==> config.mk <==
export PLATFORM = sky130hd
export DESIGN_NAME = pla_vector_source
export DESIGN_NICKNAME = d
export VERILOG_FILES = /design/src/rtl/pla_vector_source.sv
export SDC_FILE = /design/constraint.sdc
export NUM_CORES = 1
export LEC_CHECK = 0
export CORE_MARGIN = 5
export CORE_UTILIZATION = 50
export DETAILED_ROUTE_END_ITERATION = 6
export PLACE_DENSITY = 0.84
export SETUP_SLACK_MARGIN = 0.02
export SLEW_MARGIN = 10
export SYNTH_ARGS = -nofsm -noshare
export SYNTH_HDL_FRONTEND = slang
export SYNTH_SLANG_ARGS = --single-unit
==> constraint.sdc <==
create_clock -name i_clk -period 6.2 [get_ports i_clk]
set_input_delay 1.24 -clock i_clk [delete_from_list [all_inputs] [get_ports i_clk]]
set_output_delay 1.24 -clock i_clk [all_outputs]
set_load 0.02 [all_outputs]
==> src/rtl/pla_vector_source.sv <==
// rtl/pla_vector_source.sv - vector stream source and in-order response checker for PLA minterm detectors
module pla_vector_source #(
  parameter int              N_IN      = 15,
  parameter logic [N_IN-1:0] TARGET    = 15'h0040,
  parameter logic [N_IN-1:0] LFSR_SEED = 15'h7FFF,
  parameter int              QDEPTH    = 4
) (
  input  logic            i_clk,
  input  logic            i_rst,
  input  logic            i_start,
  input  logic [1:0]      i_mode,
  input  logic [15:0]     i_count_limit,
  output logic            o_vec_valid,
  input  logic            i_vec_ready,
  output logic [N_IN-1:0] o_vec_data,
  output logic            o_vec_last,
  input  logic            i_resp_valid,
  input  logic            i_resp_y,
  output logic            o_busy,
  output logic            o_done,
  output logic [15:0]     o_hit_count,
  output logic [15:0]     o_mism_count,
  output logic            o_error
);

  // Counter width must hold both 2^N_IN (clamped exhaustive count) and a 16-bit limit.
  localparam int CW = (N_IN + 1 > 17) ? N_IN + 1 : 17;
  localparam int QW = (QDEPTH > 1) ? $clog2(QDEPTH) : 1;
  localparam int SW = (N_IN > 1) ? $clog2(N_IN) : 1;

  localparam logic [CW-1:0]   EXH_MAX   = CW'(1) << N_IN;
  localparam logic [N_IN-1:0] LFSR_TAPS = N_IN'(16'h6000);
  localparam logic [QW:0]     Q_FULL    = (QW+1)'(QDEPTH);

  localparam logic [1:0] MODE_EXH  = 2'd0;
  localparam logic [1:0] MODE_WALK = 2'd1;
  localparam logic [1:0] MODE_LFSR = 2'd2;
  localparam logic [1:0] MODE_RSVD = 2'd3;

  typedef enum logic [1:0] {
    ST_IDLE  = 2'd0,
    ST_RUN   = 2'd1,
    ST_DRAIN = 2'd2,
    ST_DONE  = 2'd3
  } state_t;

  state_t r_state;
  state_t w_state_next;

  // Run configuration and generator state
  logic [1:0]      r_mode;
  logic [CW-1:0]   r_total;
  logic [CW-1:0]   r_idx;
  logic [N_IN-1:0] r_lfsr;

  // Presented vector
  logic            r_vec_valid;
  logic [N_IN-1:0] r_vec_data;
  logic            r_vec_last;

  // Golden-bit queue of outstanding responses
  logic            r_q [QDEPTH];
  logic [QW-1:0]   r_q_wr;
  logic [QW-1:0]   r_q_rd;
  logic [QW:0]     r_q_cnt;

  // Scoreboard
  logic [15:0]     r_hit;
  logic [15:0]     r_mism;
  logic            r_error;

  logic            w_start_ok;
  logic [CW-1:0]   w_limit_ext;
  logic [CW-1:0]   w_start_total;
  logic            w_xfer;
  logic            w_push;
  logic            w_push_bit;
  logic            w_q_empty;
  logic            w_pop;
  logic            w_pop_bit;
  logic            w_spurious;
  logic [QW:0]     w_q_cnt_next;
  logic            w_more;
  logic            w_load;
  logic [SW-1:0]   w_bit_sel;
  logic [N_IN-1:0] w_next_vec;
  logic            w_next_last;
  logic [N_IN-1:0] w_lfsr_step;

  assign w_start_ok  = i_start && ((r_state == ST_IDLE) || (r_state == ST_DONE));
  assign w_limit_ext = CW'(i_count_limit);

  assign w_xfer      = r_vec_valid && i_vec_ready;
  assign w_push      = w_xfer;
  assign w_push_bit  = (r_vec_data == TARGET);
  assign w_q_empty   = (r_q_cnt == '0);
  // An empty queue can still be popped when the matching vector is pushed in the same cycle.
  assign w_pop       = i_resp_valid && (!w_q_empty || w_push);
  assign w_pop_bit   = w_q_empty ? w_push_bit : r_q[r_q_rd];
  assign w_spurious  = i_resp_valid && w_q_empty && !w_push;
  assign w_q_cnt_next = r_q_cnt + (QW+1)'(w_push) - (QW+1)'(w_pop);

  // A new vector is only offered if its golden bit is guaranteed a queue slot at transfer.
  assign w_more      = (r_idx < r_total);
  assign w_load      = (r_state == ST_RUN) && (!r_vec_valid || w_xfer) && w_more &&
                       (w_q_cnt_next < Q_FULL);

  assign w_bit_sel   = SW'(r_idx - CW'(1));
  assign w_next_last = (r_idx == (r_total - CW'(1)));
  assign w_lfsr_step = (r_lfsr >> 1) ^ (r_lfsr[0] ? LFSR_TAPS : '0);

  // Number of vectors a run will issue, decided from the inputs seen with start
  always_comb begin
    w_start_total = '0;
    case (i_mode)
      MODE_EXH:  w_start_total = (w_limit_ext > EXH_MAX) ? EXH_MAX : w_limit_ext;
      MODE_WALK: w_start_total = CW'(N_IN + 1);
      MODE_LFSR: w_start_total = w_limit_ext;
      default:   w_start_total = '0;
    endcase
  end

  // Value of the next vector to present, selected by the latched mode
  always_comb begin
    w_next_vec = '0;
    case (r_mode)
      MODE_EXH:  w_next_vec = N_IN'(r_idx);
      MODE_WALK: w_next_vec = (r_idx == '0) ? TARGET : (TARGET ^ (N_IN'(1) << w_bit_sel));
      MODE_LFSR: w_next_vec = r_lfsr;
      default:   w_next_vec = '0;
    endcase
  end

  // FSM state register
  always_ff @(posedge i_clk) begin
    if (i_rst) begin
      r_state <= ST_IDLE;
    end else begin
      r_state <= w_state_next;
    end
  end

  // FSM next-state logic
  always_comb begin
    w_state_next = r_state;
    case (r_state)
      ST_IDLE, ST_DONE: begin
        if (w_start_ok) begin
          if ((i_mode == MODE_RSVD) || (w_start_total == '0)) begin
            w_state_next = ST_DONE;
          end else begin
            w_state_next = ST_RUN;
          end
        end
      end
      ST_RUN: begin
        if (w_xfer && r_vec_last) begin
          w_state_next = ST_DRAIN;
        end
      end
      ST_DRAIN: begin
        if (w_q_cnt_next == '0) begin
          w_state_next = ST_DONE;
        end
      end
      default: w_state_next = ST_IDLE;
    endcase
  end

  // Vector generator: latch run config on start, present and hold vectors until accepted
  always_ff @(posedge i_clk) begin
    if (i_rst) begin
      r_mode      <= MODE_EXH;
      r_total     <= '0;
      r_idx       <= '0;
      r_lfsr      <= LFSR_SEED;
      r_vec_valid <= 1'b0;
      r_vec_data  <= '0;
      r_vec_last  <= 1'b0;
    end else if (w_start_ok) begin
      r_mode      <= i_mode;
      r_total     <= w_start_total;
      r_idx       <= '0;
      r_lfsr      <= LFSR_SEED;
      r_vec_valid <= 1'b0;
      r_vec_last  <= 1'b0;
    end else if (w_load) begin
      r_vec_valid <= 1'b1;
      r_vec_data  <= w_next_vec;
      r_vec_last  <= w_next_last;
      r_idx       <= r_idx + CW'(1);
      if (r_mode == MODE_LFSR) begin
        r_lfsr <= w_lfsr_step;
      end
    end else if (w_xfer) begin
      r_vec_valid <= 1'b0;
      r_vec_last  <= 1'b0;
    end
  end

  // Golden-bit storage; occupancy is tracked separately so the slots need no reset
  always_ff @(posedge i_clk) begin
    if (w_push) begin
      r_q[r_q_wr] <= w_push_bit;
    end
  end

  // Queue pointers and occupancy
  always_ff @(posedge i_clk) begin
    if (i_rst || w_start_ok) begin
      r_q_wr  <= '0;
      r_q_rd  <= '0;
      r_q_cnt <= '0;
    end else begin
      if (w_push) begin
        r_q_wr <= r_q_wr + QW'(1);
      end
      if (w_pop) begin
        r_q_rd <= r_q_rd + QW'(1);
      end
      r_q_cnt <= w_q_cnt_next;
    end
  end

  // Response scoreboard: saturating hit/mismatch counts and sticky error
  always_ff @(posedge i_clk) begin
    if (i_rst) begin
      r_hit   <= '0;
      r_mism  <= '0;
      r_error <= 1'b0;
    end else if (w_start_ok) begin
      r_hit   <= '0;
      r_mism  <= '0;
      r_error <= (i_mode == MODE_RSVD);
    end else begin
      if (w_pop) begin
        if (i_resp_y && (r_hit != 16'hFFFF)) begin
          r_hit <= r_hit + 16'd1;
        end
        if ((i_resp_y != w_pop_bit) && (r_mism != 16'hFFFF)) begin
          r_mism <= r_mism + 16'd1;
        end
      end
      if (w_spurious) begin
        r_error <= 1'b1;
      end
    end
  end

  assign o_vec_valid  = r_vec_valid;
  assign o_vec_data   = r_vec_data;
  assign o_vec_last   = r_vec_last;
  assign o_busy       = (r_state == ST_RUN) || (r_state == ST_DRAIN);
  assign o_done       = (r_state == ST_DONE);
  assign o_hit_count  = r_hit;
  assign o_mism_count = r_mism;
  assign o_error      = r_error;

endmodule

# After elaboration in Yosys (flattened, before gate mapping)
# Memory sizes are Yosys's and may differ from the RTL's. A register that Yosys moved wholly into a read port is not among the register bits.
# Cells that the tools add are included.
[totals]
regBits = 110
ramBits = 4
inputBits = 24
output_inout_bits = 52
word_cells = 103
n_memories = 1
[memory_table]
columns = ["name", "depth", "width", "read_ports", "rd_ports_with_merged_regs", "wr", "line", "source"]
rows = [
  ["r_q", 4, 1, 1, 1, 1, "62", "logic r_q [QDEPTH];"],
]
[op_classes]
add_sub_neg = 9
order_cmp = 3
n_eq_ne = 16
shift = 1
mux = 20
bitwise = 3
n_reduce_logical = 36
[ops]
columns = ["op", "count"]
rows = [
  ["$pmux W16 S3", 1],
  ["$pmux W15 S3", 1],
  ["$logic_not A17 Y1", 2],
  ["$add A16 B1 Y16 const B", 2],
  ["$ne A16 B16 Y1 const B", 2],
  ["$mux W15", 2],
  ["$add A17 B1 Y17 const B", 1],
  ["$eq A17 B17 Y1", 1],
  ["$lt A17 B17 Y1", 1],
  ["$sub A17 B1 Y17 const B", 1],
  ["$gt A16 B16 Y1 const B", 1],
  ["$mux W16", 1],
  ["$eq A15 B7 Y1 const B", 1],
  ["$shl A1 B4 Y15 const A", 1],
  ["$xor A14 B15 Y15", 1],
  ["$mux W2", 6],
  ["$logic_and A1 B1 Y1", 11],
  ["$eq A2 B2 Y1 const B", 5],
  ["$mux W1", 8],
  ["$reduce_and A2 Y1", 4],
  ["$eq A2 B1 Y1 const B", 3],
  ["$logic_not A2 Y1", 3],
  ["$logic_not A3 Y1", 2],
  ["$logic_or A1 B1 Y1", 6],
  ["other kinds (13)", 21],
]

# Depth between registers and ports, before layout
[depth]
word_depth = 8
mapped_depth = 16
depth_no_buf = 14

# Least setup slack after synthesis
# Ideal clock, no wire load.
[synth_timing]
path_type = "input to register"
from = "in i_vec_ready"
to = "reg r_lfsr[10]"
setup_ns = 0.129
arrival_ns = 4.169
required_time_ns = 6.071
setup_slack_ns = 1.902
stages = 16
n_path_buf = 2
path_cell_list = "a2111o_1 nand2_1 inv_1 ha_1 inv_1 ha_1 fa_1 xnor2_1 xnor2_2 o2111ai_1 a221oi_4 nand4b_1 buf_2 buf_6 mux2i_1 nand2_1"
[synth_between]
elab_chain_len = 7
word_cells_on_any_way = 11
cone_classes = "add/sub: 2; order compare: 1; reduce/logical: 8"
[synth_lines]
columns = ["item", "line", "source"]
rows = [
  ["start: declaration", "14", "input logic i_vec_ready,"],
  ["$logic_and A1 B1 Y1", "93", "assign w_xfer = r_vec_valid && i_vec_ready;"],
  ["$logic_or A1 B1 Y1", "98", "assign w_pop = i_resp_valid && (!w_q_empty || w_push);"],
  ["$logic_and A1 B1 Y1", "98", ""],
  ["via w_pop", "79", "logic w_pop;"],
  ["$sub A3 B1 Y3", "101", "assign w_q_cnt_next = r_q_cnt + (QW+1)'(w_push) - (QW+1)'(w_pop);"],
  ["$lt A3 B3 Y1", "106", "(w_q_cnt_next < Q_FULL);"],
  ["$logic_and A1 B1 Y1", "105", "assign w_load = (r_state == ST_RUN) && (!r_vec_valid || w_xfer) && w_more &&"],
  ["$reduce_and A2 Y1 (no source line)", "-", ""],
  ["end signal: assignment", "193", "r_lfsr <= w_lfsr_step;"],
  ["end: declaration", "54", "logic [N_IN-1:0] r_lfsr;"],
]
# The timed path passes the listed nets, and every way through them passes these cells.
# A chain may end at the register's enable or synchronous reset.

# Final worst setup path
[layout_timing]
from = "in i_vec_ready"
to = "reg r_vec_data[6], in the netlist o_vec_data[6]"
[layout_between]
elab_chain_len = 7
word_cells_on_any_way = 11
cone_classes = "add/sub: 2; order compare: 1; reduce/logical: 8"
[layout_lines]
columns = ["item", "line", "source"]
rows = [
  ["$logic_and A1 B1 Y1", "93", ""],
  ["$logic_or A1 B1 Y1", "98", ""],
  ["$logic_and A1 B1 Y1", "98", ""],
  ["via w_pop", "79", ""],
  ["$sub A3 B1 Y3", "101", ""],
  ["$lt A3 B3 Y1", "106", ""],
  ["$logic_and A1 B1 Y1", "105", ""],
  ["$reduce_and A2 Y1 (no source line)", "-", ""],
  ["end signal: assignment", "189", "r_vec_data <= w_next_vec;"],
  ["end: declaration", "58", "logic [N_IN-1:0] r_vec_data;"],
]
# The timed path passes the listed nets, and every way through them passes these cells.

==> flow_summary.toml <==
[logic_synthesis]
syn_avg_cell_area_um2 = 8.68
synth_top_area_share_pct = 35.5
synth_cell_types = 61
synth-edff-count = 4
syn_area_um2 = 6260
syn_nets = 782
yosys.cell_count.top_type = "dfxtp_1"
yosys.area.top_type = "dfxtp_1"
yosys_warnings = 0
ys_ff_latch = 115
ys_seq_area_share_pct = 37.4
synth_common_cells = "dfxtp_1 (111), nor2_1 (77), nand2_1 (70), mux2i_1 (53)"
synthFlopType = "dfxtp_1"
ys_async_sr_fraction_pct = 0
synth.top_cells.by_area = "dfxtp_1 (35%), mux2i_1 (8.5%), ha_1 (7.0%)"
netlist_instances = 722

[clocking]
tritoncts = "yes"
cts.repair.resized = 0
ctsHtreeMaxLevel = 4
clk_pin_slew_ns = 0.05
cts_setup_buffers = 0
clock_path_buffers = 2
cts.root.buffer_cell = "clkbuf_16"
clk_latency_ns = 0.42
hold_buffers = 0
cts_made_buffers = 17
clock_sinks = 115

[cells_and_area]
multiInputGateArea_um2 = 3650
drive_gt1_share_pct = 5.40
area_growth_pct = 22.4
fill_cells = 980
diodes = 0
nets = 846
final_cells = 965
area.sequential_um2 = 2340

[route]
detail-route-antenna-nets = 0
routedWlPerCell_um = 15.8
via_per_inst = 5.64
detail_route.first_pass.iterations = 5
drc = 0
routed_wl_um = 15300
vias = 5440
drtIter0Drc = 428

[critical_path]
cp-start-kind = "input pin"
worstPathArrival_ns = 5.52
end_kind = "flop"
critPathKind = "input pin to flop"
cp.required_ns = 6.46
cp_max_fo = 15
rr_worst_depth = 14

[global_routing]
globalRouteTotalUtil_pct = 21.3
grt.overflow.total = 0
grt_pass1_vias = 5206
antenna_found_initial = 0
grt_max_degree = 70
grt_pass1_wl_um = 25400

[flow_run]
maxCapViolCount = 0

[sta]
fin_worst_skew_ns = 0.0115
drv_slew = 0
fin_crit_sh_pct = 84.8
rsz0062_at_grt = "false"
period_needed_ns = 5.26
slew_headroom_pct = 24.7
worst_pin_slew_ns = 1.13
fmax_mhz = 190
setup_viol_count_final = 0
hold_violations = 0
tns_ns = 0

[floorplan]
num_rows = 40
fp.dieArea_um2 = 14900
fp.dieH_um = 122
die_w_um = 122
coreArea_um2 = 12200
start_util_pct = 51.5
pin_count = 76

[power]
switching_share_pct = 32.8
ir_drop_v = 0.000165
leakage_uw = 0.00303
internal-power_uw = 1670
pwr-share-clk_pct = 36.9
p_comb_share_pct = 28.8
powerDensity_nw_per_um2 = 324
p_switching_uw = 815
seq_power_share_pct = 34.4

[placement]
gp_congestion = 0.875
post-dp-hpwl_um = 10800
dp_cells = 935
portBuffers = 75

[run_status]
run_status = "finished clean"

[hold_path]
holdCritPathClass = "flop to flop"
min_path_cells = 2
## critical path, cell delays in order
cell	delay, ns
clkdlybuf4s50_1	0.55
a2111o_1	0.48
nand2_1	0.10
inv_1	0.09
ha_1	0.28
inv_1	0.04
ha_1	0.18
fa_1	0.38
xnor2_1	0.25
xnor2_2	0.16
o2111ai_1	0.19
a221oi_4	0.58
nand3_2	0.56
a311oi_1	0.37
nor3_1	0.08
## metrics by stage
step	util, %	area [µm²]	hold slack (ns)	total power, µW	setup slack [ns]
after floorplan	-	6260	0.464	1390	1.90
after global placement	58.5	7110	0.477	1560	0.629
after detailed placement	58.5	7110	0.488	1570	0.538
after CTS	63.1	7670	0.499	2490	0.993
after global routing	63.1	7670	0.519	2610	0.645
final	63.1	7670	0.499	2490	0.940
## per-layer routing
layer | share of wire [%] | GRT usage [%]
met5 | 0 | 0
met4 | 2.6 | 8.75
met3 | 5.9 | 5.71
met2 | 47 | 34.3
met1 | 45 | 27.0
## final timing paths
check	start	endpoint	slack [ns]
worst max-delay path	i_vec_ready	o_vec_data[6]	0.94
worst min-delay path	r_lfsr[4]	r_lfsr[3]	0.50
worst max register to register	o_vec_valid	o_vec_data[6]	1.99
worst min register to register	r_lfsr[4]	r_lfsr[3]	0.50
## sequential cells by signal, summed over array words and instances (netlist names), named ones only
register / count
r_q: 4
r_q_rd: 2
r_lfsr: 15
o_vec_valid: 1
r_mode: 2
r_total: 16
o_vec_last: 1
r_idx: 17
o_mism_count: 16
o_hit_count: 16
o_vec_data: 15
r_q_cnt: 3
r_state: 2
o_error: 1
r_q_wr: 2
## cells in the final DEF, fill, tap and decap left out, types with 3 or more instances in the layout
cell / synthesis / routed
inv_1: 34 / 34
buf_4: 2 / 4
nand2_1: 70 / 70
o22ai_1: 14 / 14
xor2_1: 27 / 27
mux2i_1: 53 / 53
nor3b_1: 4 / 4
nor4_1: 13 / 13
nor4b_1: 5 / 5
and4_1: 4 / 4
clkdlybuf4s50_1: 0 / 75
nor2b_1: 3 / 3
or3_1: 5 / 5
a31oi_1: 6 / 6
nand3_1: 26 / 26
edfxtp_1: 4 / 4
a21oi_1: 20 / 20
dfxtp_1: 111 / 111
nor3_1: 23 / 23
xnor2_1: 35 / 35
nor2_1: 77 / 77
clkbuf_16: 0 / 17
clkbuf_8: 0 / 5
and3_1: 19 / 19
ha_1: 35 / 35
clkbuf_1: 25 / 3
and2_1: 10 / 10
nand2b_1: 4 / 4
nand4_1: 18 / 18
clkinv_2: 0 / 4
o211ai_1: 3 / 3
o21ai_0: 26 / 26
## kinds of logic (layout without fill, tap and decap cells)
family                     Yosys count  count (layout)  share of synthesized area [%]
AOI/OAI and AO/OA                   93              93                           9.67
xor gates and xnor gates            63              63                           8.93
adders and majority gates           36              36                           7.31
muxes                               54              54                           8.83
and+or+nand+nor                    293             293                           23.5
DFF                                115             115                           37.4
buffers and inverters               68             143                           4.39
## final cells by class
cell class	instances	share of cell area, %
multi-input combinational	539	47.6
clock buffer	25	6.59
timing repair buffer	79	10.2
clock inverter	5	0.653
inverter	34	1.66
tap	168	2.74
sequential	115	30.5
## power by group through the flow
stage          registers [µW]  logic [µW]  clock network (µW)
3_5_place_dp              868         706                   0
2_1_floorplan             855         539                   0
6_report                  855         715                 917
3_3_place_gp              867         695                   0
5_1_grt                   862         785                 961
4_1_cts                   853         713                 926
Power figures use the tool's default switching activity.
